--- src/rtl/if_prefetch.sv ---
`default_nettype none
// ============================================================================
// Module      : if_prefetch
// Description : Instruction fetch prefetch queue. Issues one word-aligned
//               fetch request at a time, stores {pc, instr} pairs in a
//               DEPTH-entry circular FIFO and presents the head to the
//               consumer. A redirect flushes the queue and restarts fetch;
//               a request still in flight at redirect time is drained and
//               its data discarded.
//               Optional build macro: ARVI_FETCH_PERF_EN adds empty-cycle
//               and redirect counters (o_perf_empty_cnt, o_perf_flush_cnt).
// Revision    : 1.0 - initial release
// ============================================================================
module if_prefetch #(
    parameter int              XLEN     = 32,
    parameter int              DEPTH    = 4,
    parameter logic [XLEN-1:0] PC_RESET = '0
) (
    input  logic            i_clk,
    input  logic            i_rst,
    output logic            o_mem_req,
    output logic [XLEN-1:0] o_mem_addr,
    input  logic            i_mem_ready,
    input  logic [XLEN-1:0] i_mem_data,
    output logic            o_valid,
    output logic [XLEN-1:0] o_instr,
    output logic [XLEN-1:0] o_pc,
    input  logic            i_ready,
    input  logic            i_redirect,
    input  logic [XLEN-1:0] i_redirect_pc,
    output logic            o_ex_inst_addr
`ifdef ARVI_FETCH_PERF_EN
    ,
    output logic [31:0]     o_perf_empty_cnt,
    output logic [31:0]     o_perf_flush_cnt
`endif
);

    localparam int                  c_ptr_w = (DEPTH > 1) ? $clog2(DEPTH) : 1;
    localparam int                  c_cnt_w = c_ptr_w + 1;
    localparam logic [c_cnt_w-1:0]  c_depth = c_cnt_w'(DEPTH);
    localparam logic [XLEN-1:0]     c_step  = XLEN'(4);

    typedef enum logic [1:0] {
        S_IDLE    = 2'd0,
        S_BUSY    = 2'd1,
        S_DISCARD = 2'd2
    } state_t;

    state_t               r_state;
    logic                 r_mem_req;
    logic [XLEN-1:0]      r_req_addr;
    logic [XLEN-1:0]      r_pend_addr;
    logic                 r_ex;
    logic [c_ptr_w-1:0]   r_rd_ptr;
    logic [c_ptr_w-1:0]   r_wr_ptr;
    logic [c_cnt_w-1:0]   r_count;
    logic [XLEN-1:0]      r_fifo_pc    [DEPTH];
    logic [XLEN-1:0]      r_fifo_instr [DEPTH];

    logic [XLEN-1:0]      w_redirect_aligned;
    logic                 w_pop;
    logic                 w_push;
    logic [c_cnt_w-1:0]   w_count_next;
    logic                 w_has_room;

    // Redirect targets are always fetched from the word-aligned address.
    assign w_redirect_aligned = {i_redirect_pc[XLEN-1:2], 2'b00};

    // Redirect wins over both pop and push in the same cycle.
    assign w_pop  = (r_count != '0) && i_ready && !i_redirect;
    assign w_push = (r_state == S_BUSY) && i_mem_ready && !i_redirect;

    // Occupancy after this edge; drives the decision to keep fetching.
    always_comb begin
        w_count_next = r_count;
        if (i_redirect) begin
            w_count_next = '0;
        end else if (w_push && !w_pop) begin
            w_count_next = r_count + 1'b1;
        end else if (w_pop && !w_push) begin
            w_count_next = r_count - 1'b1;
        end
    end

    assign w_has_room = (w_count_next < c_depth);

    // FIFO pointers and occupancy; a redirect empties the queue.
    always_ff @(posedge i_clk or posedge i_rst) begin
        if (i_rst) begin
            r_rd_ptr <= '0;
            r_wr_ptr <= '0;
            r_count  <= '0;
        end else if (i_redirect) begin
            r_rd_ptr <= '0;
            r_wr_ptr <= '0;
            r_count  <= '0;
        end else begin
            if (w_pop) begin
                r_rd_ptr <= r_rd_ptr + 1'b1;
            end
            if (w_push) begin
                r_wr_ptr <= r_wr_ptr + 1'b1;
            end
            r_count <= w_count_next;
        end
    end

    // FIFO storage; contents are only meaningful below r_count, so no reset.
    always_ff @(posedge i_clk) begin
        if (w_push) begin
            r_fifo_pc[r_wr_ptr]    <= r_req_addr;
            r_fifo_instr[r_wr_ptr] <= i_mem_data;
        end
    end

    // Fetch controller: one outstanding request, drain-and-drop after a
    // redirect that arrives while memory is still stalled.
    always_ff @(posedge i_clk or posedge i_rst) begin
        if (i_rst) begin
            r_state     <= S_IDLE;
            r_mem_req   <= 1'b0;
            r_req_addr  <= PC_RESET;
            r_pend_addr <= PC_RESET;
        end else begin
            case (r_state)
                S_IDLE: begin
                    if (i_redirect) begin
                        r_req_addr <= w_redirect_aligned;
                        r_state    <= S_BUSY;
                        r_mem_req  <= 1'b1;
                    end else if (w_has_room) begin
                        r_state    <= S_BUSY;
                        r_mem_req  <= 1'b1;
                    end
                end
                S_BUSY: begin
                    if (i_redirect) begin
                        if (i_mem_ready) begin
                            r_req_addr  <= w_redirect_aligned;
                        end else begin
                            r_pend_addr <= w_redirect_aligned;
                            r_state     <= S_DISCARD;
                        end
                    end else if (i_mem_ready) begin
                        r_req_addr <= r_req_addr + c_step;
                        if (!w_has_room) begin
                            r_state   <= S_IDLE;
                            r_mem_req <= 1'b0;
                        end
                    end
                end
                S_DISCARD: begin
                    if (i_mem_ready) begin
                        r_req_addr <= i_redirect ? w_redirect_aligned : r_pend_addr;
                        r_state    <= S_BUSY;
                    end else if (i_redirect) begin
                        r_pend_addr <= w_redirect_aligned;
                    end
                end
                default: begin
                    r_state   <= S_IDLE;
                    r_mem_req <= 1'b0;
                end
            endcase
        end
    end

    // Misaligned-target exception flag, high for the cycle after the redirect.
    always_ff @(posedge i_clk or posedge i_rst) begin
        if (i_rst) begin
            r_ex <= 1'b0;
        end else begin
            r_ex <= i_redirect && (i_redirect_pc[1:0] != 2'b00);
        end
    end

    assign o_mem_req      = r_mem_req;
    assign o_mem_addr     = r_req_addr;
    assign o_valid        = (r_count != '0);
    assign o_pc           = r_fifo_pc[r_rd_ptr];
    assign o_instr        = r_fifo_instr[r_rd_ptr];
    assign o_ex_inst_addr = r_ex;

`ifdef ARVI_FETCH_PERF_EN
    logic [31:0] r_perf_empty;
    logic [31:0] r_perf_flush;

    // Free-running event counters; wrap naturally at 2^32.
    always_ff @(posedge i_clk or posedge i_rst) begin
        if (i_rst) begin
            r_perf_empty <= '0;
            r_perf_flush <= '0;
        end else begin
            if (!o_valid) begin
                r_perf_empty <= r_perf_empty + 32'd1;
            end
            if (i_redirect) begin
                r_perf_flush <= r_perf_flush + 32'd1;
            end
        end
    end

    assign o_perf_empty_cnt = r_perf_empty;
    assign o_perf_flush_cnt = r_perf_flush;
`endif

endmodule
`default_nettype wire

--- config.mk ---
export PLATFORM = sky130hd
export DESIGN_NAME = if_prefetch
export DESIGN_NICKNAME = d
export VERILOG_FILES = /design/src/rtl/if_prefetch.sv
export SDC_FILE = /design/constraint.sdc
export NUM_CORES = 1
export LEC_CHECK = 0
export CAP_MARGIN = 20
export CORE_AREA = 4 4 192 194
export CTS_CLUSTER_DIAMETER = 200
export DETAILED_ROUTE_END_ITERATION = 16
export DIE_AREA = 0 0 196 198
export MAX_ROUTING_LAYER = met4
export SLEW_MARGIN = 30
export SYNTH_ARGS = -nofsm -noshare
export SYNTH_HDL_FRONTEND = slang
export SYNTH_SLANG_ARGS = --single-unit
--- constraint.sdc ---
create_clock -name i_clk -period 3.4 [get_ports i_clk]
set_clock_uncertainty 0.05 [all_clocks]
set_input_delay 0.68 -clock i_clk [delete_from_list [all_inputs] [get_ports i_clk]]
set_output_delay 0.68 -clock i_clk [all_outputs]
set_load 0.005 [all_outputs]
==> impl_metrics.sql, run 1 <==
INSERT INTO impl_metrics (metric_group, metric, value, unit) VALUES
('grt', 'track_usage', '0.177', ''),
('synth', 'synth_cells', '865', ''),
('clock_network', 'hold_buffers', '0', ''),
('sta', 'layout_min_cycle_time', '3200', 'ps'),
('synth', 'synth.most_common_cell', 'edfxtp_1', ''),
('routing', 'drt_wl_total', '33800', 'µm'),
('synth', 'seq_area_frac_synth', '0.687', ''),
('sta', 'unrepaired_setup_endpoints_after_global_routing', 'no', ''),
('sta', 'report.final.setup_viol', '0', ''),
('synth', 'synthTopCellsByCount', 'edfxtp_1 (256), dfrtp_1 (75), mux4_2 (64)', ''),
('final_layout', 'num-nets-final', '1144', ''),
('pwr', 'total_power', '14.3', 'mW'),
('clock_network', 'worst_skew_pair_latency', '510', 'ps'),
('final_layout', 'postLayoutCoreUtil', '0.501', ''),
('synth', 'count_of_flip_flops_with_a_built_in_enable_after_synthesis', '256', ''),
('clock_network', 'cts_setup_buffers', '0', ''),
('pwr', 'power.density', '811', 'mW/mm²'),
('floorplan', 'num_rows', '69', ''),
('sta', 'max_transition_margin', '0.516', ''),
('min_path', 'hold_class', 'flip-flop to flip-flop', ''),
('synth', 'synth_largest_type_area_fraction', '0.552', ''),
('placed_design', 'dpl.cell_count', '1486', ''),
('grt', 'grt_pass1_vias', '8764', ''),
('setup_path', 'cp_max_fo', '14', ''),
('placed_design', 'post_dp_cell_area', '0.0165', 'mm²'),
('clock_network', 'clk_path_buf_depth', '3', ''),
('grt', 'grt_remaining_overflow', '0', ''),
('routing', 'post_drt_via_cell_ratio', '5.47', ''),
('sta', 'worst_slew_pin_slew', '725', 'ps'),
('final_layout', 'final_area', '0.0177', 'mm²'),
('synth', 'synthesis.area', '0.0139', 'mm²'),
('routing', 'drt_drc_violations_left', '0', ''),
('synth', 'synth.distinct_cells', '62', ''),
('synth', 'ys_top_cells_by_area', 'edfxtp_1 (55%), dfrtp_1 (13%), mux4_2 (10%)', ''),
('setup_path', 'setup.worst_path.class', 'flip-flop to output pin', ''),
('placed_design', 'gp_congestion', '0.824', ''),
('grt', 'antenna_found_initial', '0', ''),
('routing', 'detail_route.wl_per_cell', '21.8', 'µm'),
('floorplan', 'initial_utilization', '0.395', ''),
('clock_network', 'htreeDepth', '2', ''),
('sta', 'setup_total_negative_slack', '0', 'ps'),
('placed_design', 'post_dp_hpwl', '22000', 'µm'),
('setup_path', 'critPathCaptureType', 'output pin', ''),
('sta', 'holdWs', '453', 'ps'),
('sta', 'slew_violations', '0', ''),
('final_layout', 'flow.area_growth_from_synthesis', '26.7', '%'),
('floorplan', 'fp.dieW', '196', 'µm'),
('job', 'max_cap_violations', '0', ''),
('routing', 'first_pass_iters', '5', ''),
('floorplan', 'core', '0.0352', 'mm²'),
('pwr', 'vdd_ir_drop_max', '0.000336', 'V'),
('outcome', 'status', 'completed', ''),
('sta', 'hold_violations', '0', ''),
('sta', 'layout_setup_ws', '201', 'ps'),
('synth', 'post_synthesis_sequential_element_count', '331', ''),
('final_layout', 'final_layout_size_suffix_gt1_frac', '0.207', ''),
('final_layout', 'layout.cells.non_filler', '1551', ''),
('setup_path', 'worstSetupStartpointType', 'flip-flop', ''),
('synth', 'async_flop_share', '0.227', ''),
('grt', 'grt_pass1_wl', '52200', 'µm'),
('clock_network', 'clkSlewWorstSetupHoldPaths', '60', 'ps'),
('floorplan', 'floorplan.die_area', '0.0388', 'mm²'),
('routing', 'vias', '8486', ''),
('synth', 'synth.avg_cell_area', '16.1', 'µm²'),
('synth', 'syn-num-nets', '946', ''),
('synth', 'yosys.area.top_type', 'edfxtp_1', ''),
('grt', 'grt_start_max_net_pins', '65', ''),
('clock_network', 'sink_count', '331', ''),
('placed_design', 'pre_cts_slack', '541', 'ps'),
('setup_path', 'worst_ep_arrival_time', '2470', 'ps'),
('pwr', 'power.leakage', '5.98', 'nW'),
('clock_network', 'ctsResizeCount', '0', ''),
('sta', 'fin_crit_sh', '0.941', ''),
('clock_network', 'clock_tree_from_tritoncts', 'done', ''),
('synth', 'postSynth.topFlopCell', 'edfxtp_1', ''),
('floorplan', 'design.portCount', '168', ''),
('placed_design', 'port-buffer-count', '167', ''),
('sta', 'timing.fmax', '0.313', 'GHz'),
('floorplan', 'die-height', '198', 'µm'),
('clock_network', 'cts_root_buffer', 'clkbuf_16', ''),
('clock_network', 'cts_inserted_buffers', '36', ''),
('setup_path', 'required', '2670', 'ps'),
('routing', 'drt_iter0_markers', '550', ''),
('final_layout', 'antennaDiodeCount', '0', ''),
('synth', 'yosysWarningCount', '0', ''),
('routing', 'ant_nets', '0', '');
## registers in the layout (all words and copies together), names as in the netlist
| signal | count |
|---|---|
| o_ex_inst_addr | 1 |
| o_mem_addr | 32 |
| o_mem_req | 1 |
| r_count | 3 |
| r_fifo_instr | 128 |
| r_fifo_pc | 128 |
| r_pend_addr | 32 |
| r_rd_ptr | 2 |
| r_state | 2 |
| r_wr_ptr | 2 |
## critical path: stages (launching register included)
cell and delay (ps):
dfrtp_4 630, buf_4 280, mux4_2 520, clkdlybuf4s50_1 520
## cells by family (layout without fill, tap and decap cells)
group / Yosys count / in the layout / synth area share
AOI/OAI and AO/OA: 148 / 148 / 0.0714
xor gates and xnor gates: 10 / 10 / 0.00629
adders and majority gates: 12 / 12 / 0.0108
buffers and inverters: 64 / 289 / 0.0181
DFF: 331 / 331 / 0.687
muxes: 103 / 103 / 0.135
and+or+nand+nor: 197 / 197 / 0.0720
## cell usage in the layout (no fill, tap or decap), types with 5 or more instances in the layout
cell type / count
edfxtp_1: 256
clkdlybuf4s50_1: 167
dfrtp_1: 73
mux4_2: 64
o21ai_0: 59
nor2_1: 51
nand2_1: 43
buf_4: 38
mux2_2: 37
clkbuf_16: 36
nand3_1: 26
a21oi_1: 16
clkinv_2: 13
a221oi_1: 13
nand4_1: 12
nor3_1: 12
ha_1: 12
inv_1: 9
buf_12: 9
nor2b_1: 7
nor4_1: 7
o2bb2ai_1: 7
xor2_1: 6
a31oi_1: 6
nand2b_1: 5
and3_1: 5
bufinv_16: 5
## metal layers
layer / GRT usage / wire length [µm] / up-vias
li1: - / - / 3850
met1: 0.250 / 15500 / 4334
met2: 0.277 / 16100 / 254
met3: 0.0231 / 1570 / 48
met4: 0.0416 / 608 / 0
met5: - / 0 / -
## power by group
group | leakage, nW | total [mW] | internal [mW] | switching (mW)
logic | 2.16 | 4.65 | 2.46 | 2.19
clock network | 0.589 | 3.91 | 2.35 | 1.56
registers | 3.23 | 5.76 | 5.14 | 0.629
## layout make-up
class / instances / area (µm²)
multi-input cells: 470 / 4140
well taps: 461 / 577
flip-flops and latches: 331 / 9570
clock inverters: 26 / 273
inverters: 10 / 38.8
clock buffers: 39 / 922
repair buffers: 214 / 2140
fillers: 2966 / 17600
## final timing paths
kind,from,endpoint,slack [ps],cells after the start
worst max register to register,r_state[1],o_mem_addr[27],790,6
worst min register to register,r_pend_addr[5],r_pend_addr[5],450,1
worst min-delay path,r_pend_addr[5],r_pend_addr[5],450,1
max in group asynchronous,i_rst,r_rd_ptr[1],2030,3
worst max-delay path,r_rd_ptr[0],o_pc[0],200,3
min in group asynchronous,i_rst,r_pend_addr[19],570,2
No activity file was read; power rests on OpenSTA's default activity.
==> run 2: changes to the inputs <==
--- a/config.mk
+++ b/config.mk
@@ -10,6 +10,7 @@
 export CTS_CLUSTER_DIAMETER = 200
 export DETAILED_ROUTE_END_ITERATION = 16
 export DIE_AREA = 0 0 196 198
+export DONT_BUFFER_PORTS = 1
 export MAX_ROUTING_LAYER = met4
 export SLEW_MARGIN = 30
 export SYNTH_ARGS = -nofsm -noshare
==> impl_metrics.sql, run 2 (synthesis results as in run 1) <==
INSERT INTO impl_metrics (metric_group, metric, value, unit) VALUES
('outcome', 'status', 'completed', ''),
('final_layout', 'layout_commonest_cell', 'edfxtp_1', ''),
('final_layout', 'num-nets-final', '972', ''),
('routing', 'first_pass_iters', '5', ''),
('clock_network', 'cts_inserted_buffers', '36', ''),
('setup_path', 'cp_max_fo', '37', ''),
('routing', 'drt_drc_violations_left', '0', ''),
('sta', 'fin_crit_sh', '0.846', ''),
('pwr', 'pwr-share-comb', '0.251', ''),
('grt', 'track_usage', '0.178', ''),
('sta', 'report.final.setup_viol', '0', ''),
('floorplan', 'initial_utilization', '0.395', ''),
('setup_path', 'worstPathCellList', 'buf_12 > mux4_2', ''),
('placed_design', 'port-buffer-count', '0', ''),
('setup_path', 'reg2reg_to', 'o_mem_addr[28]', ''),
('routing', 'drt_iter0_markers', '538', ''),
('min_path', 'hold_class', 'input port to async pin', ''),
('pwr', 'internal-power', '9.09', 'mW'),
('clock_network', 'htreeDepth', '2', ''),
('grt', 'grt_pass1_wl', '51100', 'µm'),
('routing', 'drt_wl_total', '33500', 'µm'),
('pwr', 'power.leakage', '5.33', 'nW'),
('setup_path', 'required', '2670', 'ps'),
('final_layout', 'regs_by_ff_count', 'r_fifo_instr: 128 flops, r_fifo_pc: 128 flops', ''),
('sta', 'setup_total_negative_slack', '0', 'ps'),
('sta', 'hold_violations', '0', ''),
('pwr', 'part_of_the_total_power_dissipated_in_sequential_elements', '0.447', ''),
('floorplan', 'num_rows', '69', ''),
('grt', 'grt_start_max_net_pins', '62', ''),
('clock_network', 'sink_count', '331', ''),
('floorplan', 'core', '0.0352', 'mm²'),
('final_layout', 'postLayoutCoreUtil', '0.454', ''),
('placed_design', 'gp_congestion', '0.778', ''),
('routing', 'vias', '7799', ''),
('clock_network', 'clock_tree_from_tritoncts', 'done', ''),
('clock_network', 'hold_buffers', '0', ''),
('clock_network', 'clkSlewWorstSetupHoldPaths', '60', 'ps'),
('pwr', 'power.density', '831', 'mW/mm²'),
('grt', 'm3_gr_usage', '0.0597', ''),
('clock_network', 'clk_path_buf_depth', '3', ''),
('setup_path', 'critPathCaptureType', 'output pin', ''),
('final_layout', 'layout.cells.non_filler', '1377', ''),
('final_layout', 'most-common-layout-cells', 'edfxtp_1 (256), dfrtp_1 (73), mux4_2 (64)', ''),
('sta', 'timing.fmax', '0.348', 'GHz'),
('grt', 'antenna_found_initial', '0', ''),
('grt', 'grt_busiest_layer', 'met2', ''),
('sta', 'layout_min_cycle_time', '2870', 'ps'),
('sta', 'slew_violations', '0', ''),
('sta', 'unrepaired_setup_endpoints_after_global_routing', 'no', ''),
('floorplan', 'design.portCount', '168', ''),
('setup_path', 'r2r_slack', '610', 'ps'),
('floorplan', 'floorplan.die_area', '0.0388', 'mm²'),
('pwr', 'p_sw', '4.21', 'mW'),
('clock_network', 'cts_root_buffer', 'clkbuf_16', ''),
('sta', 'worst_slew_pin_slew', '731', 'ps'),
('pwr', 'vdd_ir_drop_max', '0.000328', 'V'),
('grt', 'grt_remaining_overflow', '0', ''),
('setup_path', 'critPathSlowestCell', 'dfrtp_4', ''),
('setup_path', 'worst_ep_arrival_time', '2140', 'ps'),
('job', 'max_cap_violations', '0', ''),
('routing', 'detail_route.wl_per_cell', '24.3', 'µm'),
('setup_path', 'timing.rr.start', 'r_state[0]', ''),
('placed_design', 'dpl.cell_count', '1314', ''),
('routing', 'post_drt_via_cell_ratio', '5.66', ''),
('floorplan', 'die-height', '198', 'µm'),
('setup_path', 'worstSetupStartpointType', 'flip-flop', ''),
('grt', 'use_met1', '0.222', ''),
('final_layout', 'final_layout_size_suffix_gt1_frac', '0.238', ''),
('pwr', 'power.share.switching', '0.317', ''),
('setup_path', 'critPathMaxStageDelay', '630', 'ps'),
('final_layout', 'antennaDiodeCount', '0', ''),
('clock_network', 'ctsResizeCount', '0', ''),
('grt', 'grt_pass1_vias', '7961', ''),
('clock_network', 'worst_skew_pair_latency', '510', 'ps'),
('routing', 'ant_nets', '0', ''),
('pwr', 'clock_power_share', '0.302', ''),
('grt', 'global_route.usage.met2', '0.283', ''),
('clock_network', 'cts_setup_buffers', '0', ''),
('setup_path', 'setup.worst_path.class', 'flip-flop to output pin', ''),
('sta', 'max_transition_margin', '0.512', ''),
('floorplan', 'fp.dieW', '196', 'µm'),
('final_layout', 'flow.area_growth_from_synthesis', '14.9', '%'),
('placed_design', 'post_dp_hpwl', '22100', 'µm'),
('setup_path', 'worst-r2r-cell-count', '8', '');
[run 2: cell types whose count changed in the layout (fill, tap and decap cells not counted)]
| cell | delta |
|---|---|
| inv_6 | +1 |
| clkbuf_8 | -1 |
| bufinv_16 | +1 |
| clkinv_2 | -4 |
| clkbuf_16 | +1 |
| buf_12 | +3 |
| clkinv_4 | +2 |
| clkdlybuf4s50_1 | -167 |
| clkinv_8 | -1 |
| clkbuf_1 | +3 |
| clkinv_1 | -2 |
| buf_4 | -8 |
| clkinvlp_4 | -2 |
[run 2: power groups by stage]
| stage | Clock [mW] | Sequential (mW) | Combinational (mW) |
|---|---|---|---|
| 5_1_grt | 4.32 | 6.05 | 3.68 |
| 4_1_cts | 4.13 | 5.97 | 3.37 |
| 3_5_place_dp | 0 | 6.05 | 3.36 |
| 2_1_floorplan | 0 | 5.64 | 2.58 |
| 3_3_place_gp | 0 | 6.03 | 3.30 |
| 6_report | 4.01 | 5.95 | 3.34 |
[run 2: worst max-delay path, delay by kind of cell (launching register included)]
family / cells / cell delay [ps]
buf+inv: 1 / 340
flops: 1 / 630
mux: 1 / 610
[run 2: cell type report]
class                   count  area, µm²
fillers                  3052      19200
flip-flops and latches    331       9570
multi-input cells         470       4140
clock buffers              42        945
well taps                 461        577
repair buffers             42        465
clock inverters            21        270
inverters                  10       38.8
[run 2: metrics by stage]
stage	hold slack [ps]	power, mW	setup WS (ps)	area (µm²)
detailed placement	442	9.41	647	14800
global route	25.1	14.1	384	16000
global placement	434	9.33	719	14800
floorplan	414	8.22	127	13900
finish	14.7	13.3	525	16000
CTS	8.07	13.5	422	16000
[run 2: routing by layer]
metal	routed length (µm)	up-vias
li1	-	3504
met1	13500	3998
met2	16200	247
met3	3090	50
met4	649	0
met5	0	-
[run 2: worst max-delay path by stage]
stage / from / to / slack [ps]
finish: r_rd_ptr[0] / o_pc[2] / 530
global route: r_rd_ptr[0] / o_pc[20] / 380
CTS: r_rd_ptr[0] / o_pc[20] / 420
detailed placement: r_state[0] / o_mem_addr[28] / 650
global placement: r_state[0] / o_mem_addr[28] / 720
floorplan: i_redirect / r_fifo_instr[0][0] / 130
